<file path="src/rtl/uart_fd.sv">
// ============================================================================
// uart_fd -- parametrised full-duplex UART
//
// Independent transmit and receive engines sharing only the clock and reset.
// Frame format: one start bit (low), DATA_BITS payload bits LSB first, an
// optional parity bit, then STOP_BITS stop bits (high).
//
// Parameters
//   CLK_HZ     system clock frequency in Hz
//   BAUD       line rate; CLKS_PER_BIT = CLK_HZ / BAUD (integer divide, >= 2)
//   DATA_BITS  payload bits per frame, 5..9
//   PARITY     0 = none, 1 = odd, 2 = even
//   STOP_BITS  transmitted stop bits, 1..2 (receiver checks the first only)
//
// Ports
//   clk            system clock, all logic on the rising edge
//   rst_n          synchronous reset, active low
//   rx             serial input, asynchronous to clk
//   tx             serial output, idles high
//   tx_data        payload to send, captured on the tx_valid/tx_ready handshake
//   tx_valid       transmit request
//   tx_ready       transmitter idle and able to accept a payload
//   rx_data        last received payload, held until the next rx_valid
//   rx_valid       one-cycle pulse: rx_data and the error flags are new
//   rx_parity_err  parity mismatch on the last received frame
//   rx_frame_err   first stop bit sampled low on the last received frame
// ============================================================================
module uart_fd #(
    parameter int CLK_HZ    = 12000000,
    parameter int BAUD      = 115200,
    parameter int DATA_BITS = 8,
    parameter int PARITY    = 0,
    parameter int STOP_BITS = 1
) (
    input  logic                 clk,
    input  logic                 rst_n,
    input  logic                 rx,
    output logic                 tx,
    input  logic [DATA_BITS-1:0] tx_data,
    input  logic                 tx_valid,
    output logic                 tx_ready,
    output logic [DATA_BITS-1:0] rx_data,
    output logic                 rx_valid,
    output logic                 rx_parity_err,
    output logic                 rx_frame_err
);

    // ------------------------------------------------------------------------
    // Derived constants
    // ------------------------------------------------------------------------
    localparam int CLKS_PER_BIT = CLK_HZ / BAUD;
    localparam int TIMER_W      = $clog2(CLKS_PER_BIT + 1);

    // Terminal count of a full bit period and of the half-bit start check.
    localparam logic [TIMER_W-1:0] BIT_LAST  = TIMER_W'(CLKS_PER_BIT - 1);
    localparam logic [TIMER_W-1:0] HALF_LAST = TIMER_W'(CLKS_PER_BIT / 2 - 1);

    // Bit counters are 4 bits wide: enough for up to 9 payload bits.
    localparam logic [3:0] DATA_LAST = 4'(DATA_BITS - 1);
    localparam logic [3:0] STOP_LAST = 4'(STOP_BITS - 1);

    localparam logic HAS_PARITY = (PARITY != 0);
    // XOR of the payload is the even-parity bit; odd parity inverts it.
    localparam logic ODD_PARITY = (PARITY == 1);

    // ------------------------------------------------------------------------
    // Transmitter
    // ------------------------------------------------------------------------
    typedef enum logic [2:0] {
        TX_IDLE,
        TX_START,
        TX_DATA,
        TX_PARITY,
        TX_STOP
    } tx_state_t;

    tx_state_t            tx_state;
    logic [TIMER_W-1:0]   tx_timer;
    logic [3:0]           tx_bit_cnt;
    logic [DATA_BITS-1:0] tx_shift;
    logic                 tx_par_bit;

    // NOTE: sequential state is updated with non-blocking assignments only, so
    // every register samples the values from before the edge.
    always_ff @(posedge clk) begin
        // NOTE: datapath registers are reset along with control so that a
        // mid-frame reset leaves no stale payload behind.
        if (!rst_n) begin
            tx_state   <= TX_IDLE;
            tx         <= 1'b1;
            tx_ready   <= 1'b0;
            tx_timer   <= '0;
            tx_bit_cnt <= '0;
            tx_shift   <= '0;
            tx_par_bit <= 1'b0;
        end else begin
            case (tx_state)
                TX_IDLE: begin
                    tx_timer   <= '0;
                    tx_bit_cnt <= '0;
                    if (tx_valid && tx_ready) begin
                        // Start bit goes out on the accept edge itself.
                        tx_shift   <= tx_data;
                        tx_par_bit <= (^tx_data) ^ ODD_PARITY;
                        tx         <= 1'b0;
                        tx_ready   <= 1'b0;
                        tx_state   <= TX_START;
                    end else begin
                        tx       <= 1'b1;
                        tx_ready <= 1'b1;
                    end
                end

                TX_START: begin
                    if (tx_timer == BIT_LAST) begin
                        tx_timer <= '0;
                        tx       <= tx_shift[0];
                        tx_state <= TX_DATA;
                    end else begin
                        tx_timer <= tx_timer + 1'b1;
                    end
                end

                TX_DATA: begin
                    if (tx_timer == BIT_LAST) begin
                        tx_timer <= '0;
                        if (tx_bit_cnt == DATA_LAST) begin
                            tx_bit_cnt <= '0;
                            if (HAS_PARITY) begin
                                tx       <= tx_par_bit;
                                tx_state <= TX_PARITY;
                            end else begin
                                tx       <= 1'b1;
                                tx_state <= TX_STOP;
                            end
                        end else begin
                            // Bit 1 of the current shift value is the next
                            // bit on the line once the register shifts.
                            tx_bit_cnt <= tx_bit_cnt + 1'b1;
                            tx_shift   <= tx_shift >> 1;
                            tx         <= tx_shift[1];
                        end
                    end else begin
                        tx_timer <= tx_timer + 1'b1;
                    end
                end

                TX_PARITY: begin
                    if (tx_timer == BIT_LAST) begin
                        tx_timer <= '0;
                        tx       <= 1'b1;
                        tx_state <= TX_STOP;
                    end else begin
                        tx_timer <= tx_timer + 1'b1;
                    end
                end

                TX_STOP: begin
                    tx <= 1'b1;
                    if (tx_timer == BIT_LAST) begin
                        tx_timer <= '0;
                        if (tx_bit_cnt == STOP_LAST) begin
                            // Ready rises as the last stop bit ends; the next
                            // accept is one IDLE cycle later at the earliest.
                            tx_bit_cnt <= '0;
                            tx_ready   <= 1'b1;
                            tx_state   <= TX_IDLE;
                        end else begin
                            tx_bit_cnt <= tx_bit_cnt + 1'b1;
                        end
                    end else begin
                        tx_timer <= tx_timer + 1'b1;
                    end
                end

                default: begin
                    tx       <= 1'b1;
                    tx_ready <= 1'b0;
                    tx_state <= TX_IDLE;
                end
            endcase
        end
    end

    // ------------------------------------------------------------------------
    // Receiver input synchroniser
    // ------------------------------------------------------------------------
    logic rx_meta;
    logic rx_sync;

    // NOTE: rx is asynchronous; only rx_sync, two flops downstream, may be
    // used by the receive logic. Both flops reset to the idle (high) level.
    always_ff @(posedge clk) begin
        if (!rst_n) begin
            rx_meta <= 1'b1;
            rx_sync <= 1'b1;
        end else begin
            rx_meta <= rx;
            rx_sync <= rx_meta;
        end
    end

    // ------------------------------------------------------------------------
    // Receiver
    // ------------------------------------------------------------------------
    typedef enum logic [2:0] {
        RX_IDLE,
        RX_START,
        RX_DATA,
        RX_PARITY,
        RX_STOP,
        RX_WAIT_HIGH
    } rx_state_t;

    rx_state_t            rx_state;
    logic [TIMER_W-1:0]   rx_timer;
    logic [3:0]           rx_bit_cnt;
    logic [DATA_BITS-1:0] rx_shift;
    logic                 rx_par_bit;

    always_ff @(posedge clk) begin
        if (!rst_n) begin
            rx_state      <= RX_IDLE;
            rx_timer      <= '0;
            rx_bit_cnt    <= '0;
            rx_shift      <= '0;
            rx_par_bit    <= 1'b0;
            rx_data       <= '0;
            rx_valid      <= 1'b0;
            rx_parity_err <= 1'b0;
            rx_frame_err  <= 1'b0;
        end else begin
            // rx_valid is a single-cycle pulse; only the stop sample raises it.
            rx_valid <= 1'b0;

            case (rx_state)
                RX_IDLE: begin
                    rx_timer   <= '0;
                    rx_bit_cnt <= '0;
                    if (!rx_sync) begin
                        rx_state <= RX_START;
                    end
                end

                RX_START: begin
                    // Half a bit in: still low means a real start bit, and the
                    // timer restarts so later samples land on bit centres.
                    if (rx_timer == HALF_LAST) begin
                        rx_timer <= '0;
                        rx_state <= rx_sync ? RX_IDLE : RX_DATA;
                    end else begin
                        rx_timer <= rx_timer + 1'b1;
                    end
                end

                RX_DATA: begin
                    if (rx_timer == BIT_LAST) begin
                        rx_timer <= '0;
                        // Shift in from the top so the first (LSB) bit ends
                        // up in bit 0 after DATA_BITS samples.
                        rx_shift <= {rx_sync, rx_shift[DATA_BITS-1:1]};
                        if (rx_bit_cnt == DATA_LAST) begin
                            rx_bit_cnt <= '0;
                            rx_state   <= HAS_PARITY ? RX_PARITY : RX_STOP;
                        end else begin
                            rx_bit_cnt <= rx_bit_cnt + 1'b1;
                        end
                    end else begin
                        rx_timer <= rx_timer + 1'b1;
                    end
                end

                RX_PARITY: begin
                    if (rx_timer == BIT_LAST) begin
                        rx_timer   <= '0;
                        rx_par_bit <= rx_sync;
                        rx_state   <= RX_STOP;
                    end else begin
                        rx_timer <= rx_timer + 1'b1;
                    end
                end

                RX_STOP: begin
                    if (rx_timer == BIT_LAST) begin
                        rx_timer      <= '0;
                        rx_data       <= rx_shift;
                        rx_valid      <= 1'b1;
                        rx_parity_err <= HAS_PARITY &&
                                         (rx_par_bit != ((^rx_shift) ^ ODD_PARITY));
                        rx_frame_err  <= !rx_sync;
                        // A high stop returns straight to IDLE, half a bit
                        // before the earliest next start edge. A low stop is
                        // a break: wait for the line to recover first.
                        rx_state      <= rx_sync ? RX_IDLE : RX_WAIT_HIGH;
                    end else begin
                        rx_timer <= rx_timer + 1'b1;
                    end
                end

                RX_WAIT_HIGH: begin
                    rx_timer <= '0;
                    if (rx_sync) begin
                        rx_state <= RX_IDLE;
                    end
                end

                default: begin
                    rx_state <= RX_IDLE;
                end
            endcase
        end
    end

endmodule

</file>
<file path="config.mk">
export PLATFORM = sky130hd
export DESIGN_NAME = uart_fd
export DESIGN_NICKNAME = d
export VERILOG_FILES = /design/src/rtl/uart_fd.sv
export SDC_FILE = /design/constraint.sdc
export NUM_CORES = 1
export LEC_CHECK = 0
export CORE_ASPECT_RATIO = 1.25
export CORE_MARGIN = 2
export CORE_UTILIZATION = 62
export CTS_CLUSTER_SIZE = 30
export DETAILED_ROUTE_END_ITERATION = 16
export GPL_TIMING_DRIVEN = 0
export PLACE_DENSITY = 0.85
export REMOVE_ABC_BUFFERS = 1
export SYNTH_ARGS = -nofsm -noshare
export SYNTH_HDL_FRONTEND = slang
export SYNTH_SLANG_ARGS = --single-unit
</file>
<file path="constraint.sdc">
create_clock -name clk -period 4.5 [get_ports clk]
set_input_delay 1.35 -clock clk [delete_from_list [all_inputs] [get_ports clk]]
set_output_delay 1.35 -clock clk [all_outputs]
set_load 0.02 [all_outputs]
</file>
; ---- Yosys cells after proc, flatten, opt, wreduce, memory -nomap -nowiden
; Cells that the tools add are included.
[word_totals]
wordCells = 118
reg_bits = 58
inputBits = 12
[classes]
n_eq_ne = 29
n_mux = 45
reduce_logical = 24
addsub = 4
n_bitwise = 1
[op_table]
columns = op, count
row1 = two-way mux 3 bit, 15
row2 = "inequality test 2 bit, second input constant", 15
row3 = two-way mux 4 bit, 6
row4 = two-way mux 8 bit, 3
row5 = two-way mux 7 bit, 3
row6 = case mux 7 bit (3 select lines), 1
row7 = case mux 3 bit (6 select lines), 1
row8 = case mux 8 bit (2 select lines), 1
row9 = case mux 3 bit (5 select lines), 1
row10 = "adder 7 x 1 -> 7 bit, second input constant", 2
row11 = "== test 7 bit, second input constant", 2
row12 = case mux 7 bit (2 select lines), 1
row13 = AND reduction 7 bit, 2
row14 = "== test 3 x 2 -> 1 bit, second input constant", 4
row15 = case mux 4 bit (3 select lines), 1
row16 = "== test 3 bit, second input constant", 3
row17 = AND reduction 3 bit, 3
row18 = "adder 4 x 1 -> 4 bit, second input constant", 2
row19 = "== test 4 x 3 -> 1 bit, second input constant", 2
row20 = two-way mux 1 bit, 8
row21 = case mux 4 bit (2 select lines), 1
row22 = AND reduction 2 bit, 4
row23 = "== test 7 x 6 -> 1 bit, second input constant", 1
row24 = "== test 3 x 1 -> 1 bit, second input constant", 2
row25 = other kinds (14), 19

; ---- Logic depth before layout (Yosys ltp)
[logic_depth]
ltp_word = 4
ltp_mapped = 6
ltp_nobuf = 6

; ---- Worst setup path after synthesis
; Ideal clock, no wire load.
[synth_timing]
kind = in2reg
start = input port rst_n
end = register rx_data[5]
stages = 5
slack_ns = 2.140
arrival_ns = 2.232
setup_ns = 0.128
path_cell_list = clkbuf_1 inv_1 clkbuf_1 clkbuf_1 nor2_1
[synth_rtl]
columns = item, line_no
row1 = start: declaration, 36  ; input logic rst_n,
row2 = end signal: assignment, 286  ; rx_data <= rx_shift;
row3 = end: declaration, 42  ; output logic [DATA_BITS-1:0] rx_data,
; No word-level cell between the ends.

==> flow_summary.ini <==
[power_and_ir_drop]
vdd_drop_max_v = 0.000245
powerDensity_nw_per_um2 = 343
finalPower_mw = 1.16
leakage_nw = 1.26

[clocking]
hold_buffers = 0
cts_resized = 0
cts_tree = done
numCtsBuffers = 9
worstSkewPairLatency_ns = 0.34
root_buffer = clkbuf_8
cts.sinks = 58
postCtsSetupBuffers = 0
htreeDepth = 3
clk_pin_slew_ns = 0.06
clock_path_buffers = 2

[finish]
multiInputGateArea_um2 = 1670
synthToLayoutAreaGrowth_pct = 14.7
final_cells = 413
fill_cells = 353
final_cell_mix = dfxtp_1 (58), nor2_1 (37), nand2_1 (36), mux2i_1 (26), clkdlybuf4s50_1 (23)
n_antenna_cell = 0
finalInstanceArea_um2 = 3380
utilization_pct = 72.6
regArea_um2 = 1160
layout-drive-gt1-share_pct = 7.93
fin_nets = 365
final_common_cell = dfxtp_1

[floorplanning]
core_area_um2 = 4660
dieArea_um2 = 5330
initial_core_util_pct = 63.3
die_x_um = 65.7
num_rows = 28
die_height_um = 81.1
io-pin-count = 25

[min_path]
min_path_type = reg2reg

[synth]
synthFlopType = dfxtp_1
syn-mean-instance-area_um2 = 8.83
synthArstFlopShare_pct = 0
syn_area_um2 = 2950
synth-edff-count = 0
yosys_warnings = 0
synth_top_cell_by_area = dfxtp_1
synth_cell_types = 65
synth_top_area_share_pct = 39.4
yosysSeqAreaShare_pct = 39.4
syn-instance-count = 334
ys_top_cells_by_area = dfxtp_1 (39%), mux2i_1 (8.8%), nor2_1 (4.7%)
synth-seq-cells = 58

[worst_setup_path]
cp-start-kind = input port
worstPathMaxFanout = 36
crit_buf_inv = 2
cpLargestDelayFamily = buffers and inverters
cp.arrival_ns = 4.31
cp-end-kind = flip-flop
critPathRequiredTime_ns = 4.79
path_class = in2reg
crit_slowest_cell = clkdlybuf4s50_1
crit_path_max_incr_delay_ns = 1.33
worstPathCellList = clkdlybuf4s50_1 > inv_1 > a211oi_1 > o2bb2ai_1 > a32o_1

[global_route]
grt_pass1_vias = 2270
grt_pass1_wl_um = 10100
antenna_found_initial = 0
grt_usage_pct = 24.6
grt_max_degree = 37
grt_overflow_total = 0

[route]
drc = 0
drt-initial-drc-count = 195
num_vias = 2436
avgRoutedWirePerCell_um = 14.6
finalWirelength_um = 6040
post_drt_via_cell_ratio = 5.90
drt.antenna.violating_nets = 0
firstDrtPassIters = 5

[placed_design]
dp.cells = 397
placed_cell_area_um2 = 3160
hpwlAfterDp_um = 4030
gp_congestion = 0.871
numPortBuffers = 23

[timing]
relSlewSlack_pct = 13.6
worstMarginPinSlew_ns = 1.29
finalSetupViolCount = 0
max_freq_mhz = 249
fin_tns_setup_ns = 0
hold_violations = 0
slew_viol_final = 0
skew_ns = 0.00518
final.min_clock_period_ns = 4.02
rsz0062_at_grt = false
fin_crit_sh_pct = 89.4

[run_status]
status = finished clean

[run]
cap_violations = 0
[stage by stage]
step                      setup slack (ns)  hold slack (ns)
after detailed placement             0.118            0.411
after global routing                 0.252            0.469
after CTS                            0.489            0.429
after floorplan                       2.13            0.386
after global placement               0.196            0.394
final                                0.478            0.418
[worst register-to-register path, stage by stage (launching register included)]
cell	delay, ns
dfxtp_1	0.36
ha_1	0.24
nand3b_1	0.27
nor4_4	0.81
mux2i_1	0.28
nor2_1	0.05
[path summary, 6_finish.rpt]
kind / startpoint / endpoint / slack, ns / cells past startpoint
setup / recovery: rst_n / rx_state[0] / 0.48 / 5
hold / removal: rx_meta / rx_sync / 0.42 / 1
setup reg to reg: rx_timer[0] / rx_data[4] / 2.34 / 5
hold reg to reg: rx_meta / rx_sync / 0.42 / 1
[synth_stat cells (all sizes together), types with 6 or more instances]
master,instances
a21oi,18
mux2,8
inv,8
clkbuf,8
nand2,36
and2,6
o21ai,9
mux2i,26
buf,12
dfxtp,58
nand2b,8
nor2,38
nand3,13
[layer usage]
metal,track usage [%],vias to the layer above,share of wire [%]
met5,0,-,0
met4,13.1,0,2.3
met3,5.12,14,4.1
met2,42.3,56,50
met1,28.4,1139,43
li1,-,1227,-
[cells by family after synthesis]
| logic type | share of synthesized area, % |
|---|---|
| compound gates | 15.0 |
| xor+xnor | 2.38 |
| fa+ha+maj | 2.12 |
| buf+inv | 4.33 |
| flops | 39.4 |
| mux | 11.9 |
| other cells | 0.127 |
| simple gates | 24.8 |
[registers in the layout, indices dropped and copies added (netlist names), 3 cells and up]
name,cells
tx_state,3
rx_shift,8
rx_state,3
rx_data,8
tx_timer,7
rx_bit_cnt,4
rx_timer,7
tx_bit_cnt,4
tx_shift,8
[cell type report]
cell class                      count  share of cell area [%]
Clock buffer                       10                    4.07
Clock inverter                      6                    2.37
Inverter                            8                   0.888
Multi-Input combinational cell    248                    49.3
Sequential cell                    58                    34.3
Tap cell                           60                    2.22
Timing Repair Buffer               23                    6.80
[power breakdown]
part	switching, mW	total [mW]	leakage (nW)	internal (mW)
registers	0.0133	0.538	0.469	0.525
clock network	0.208	0.530	0.116	0.322
logic	0.0499	0.0919	0.670	0.0420
Power figures use the tool's default switching activity.
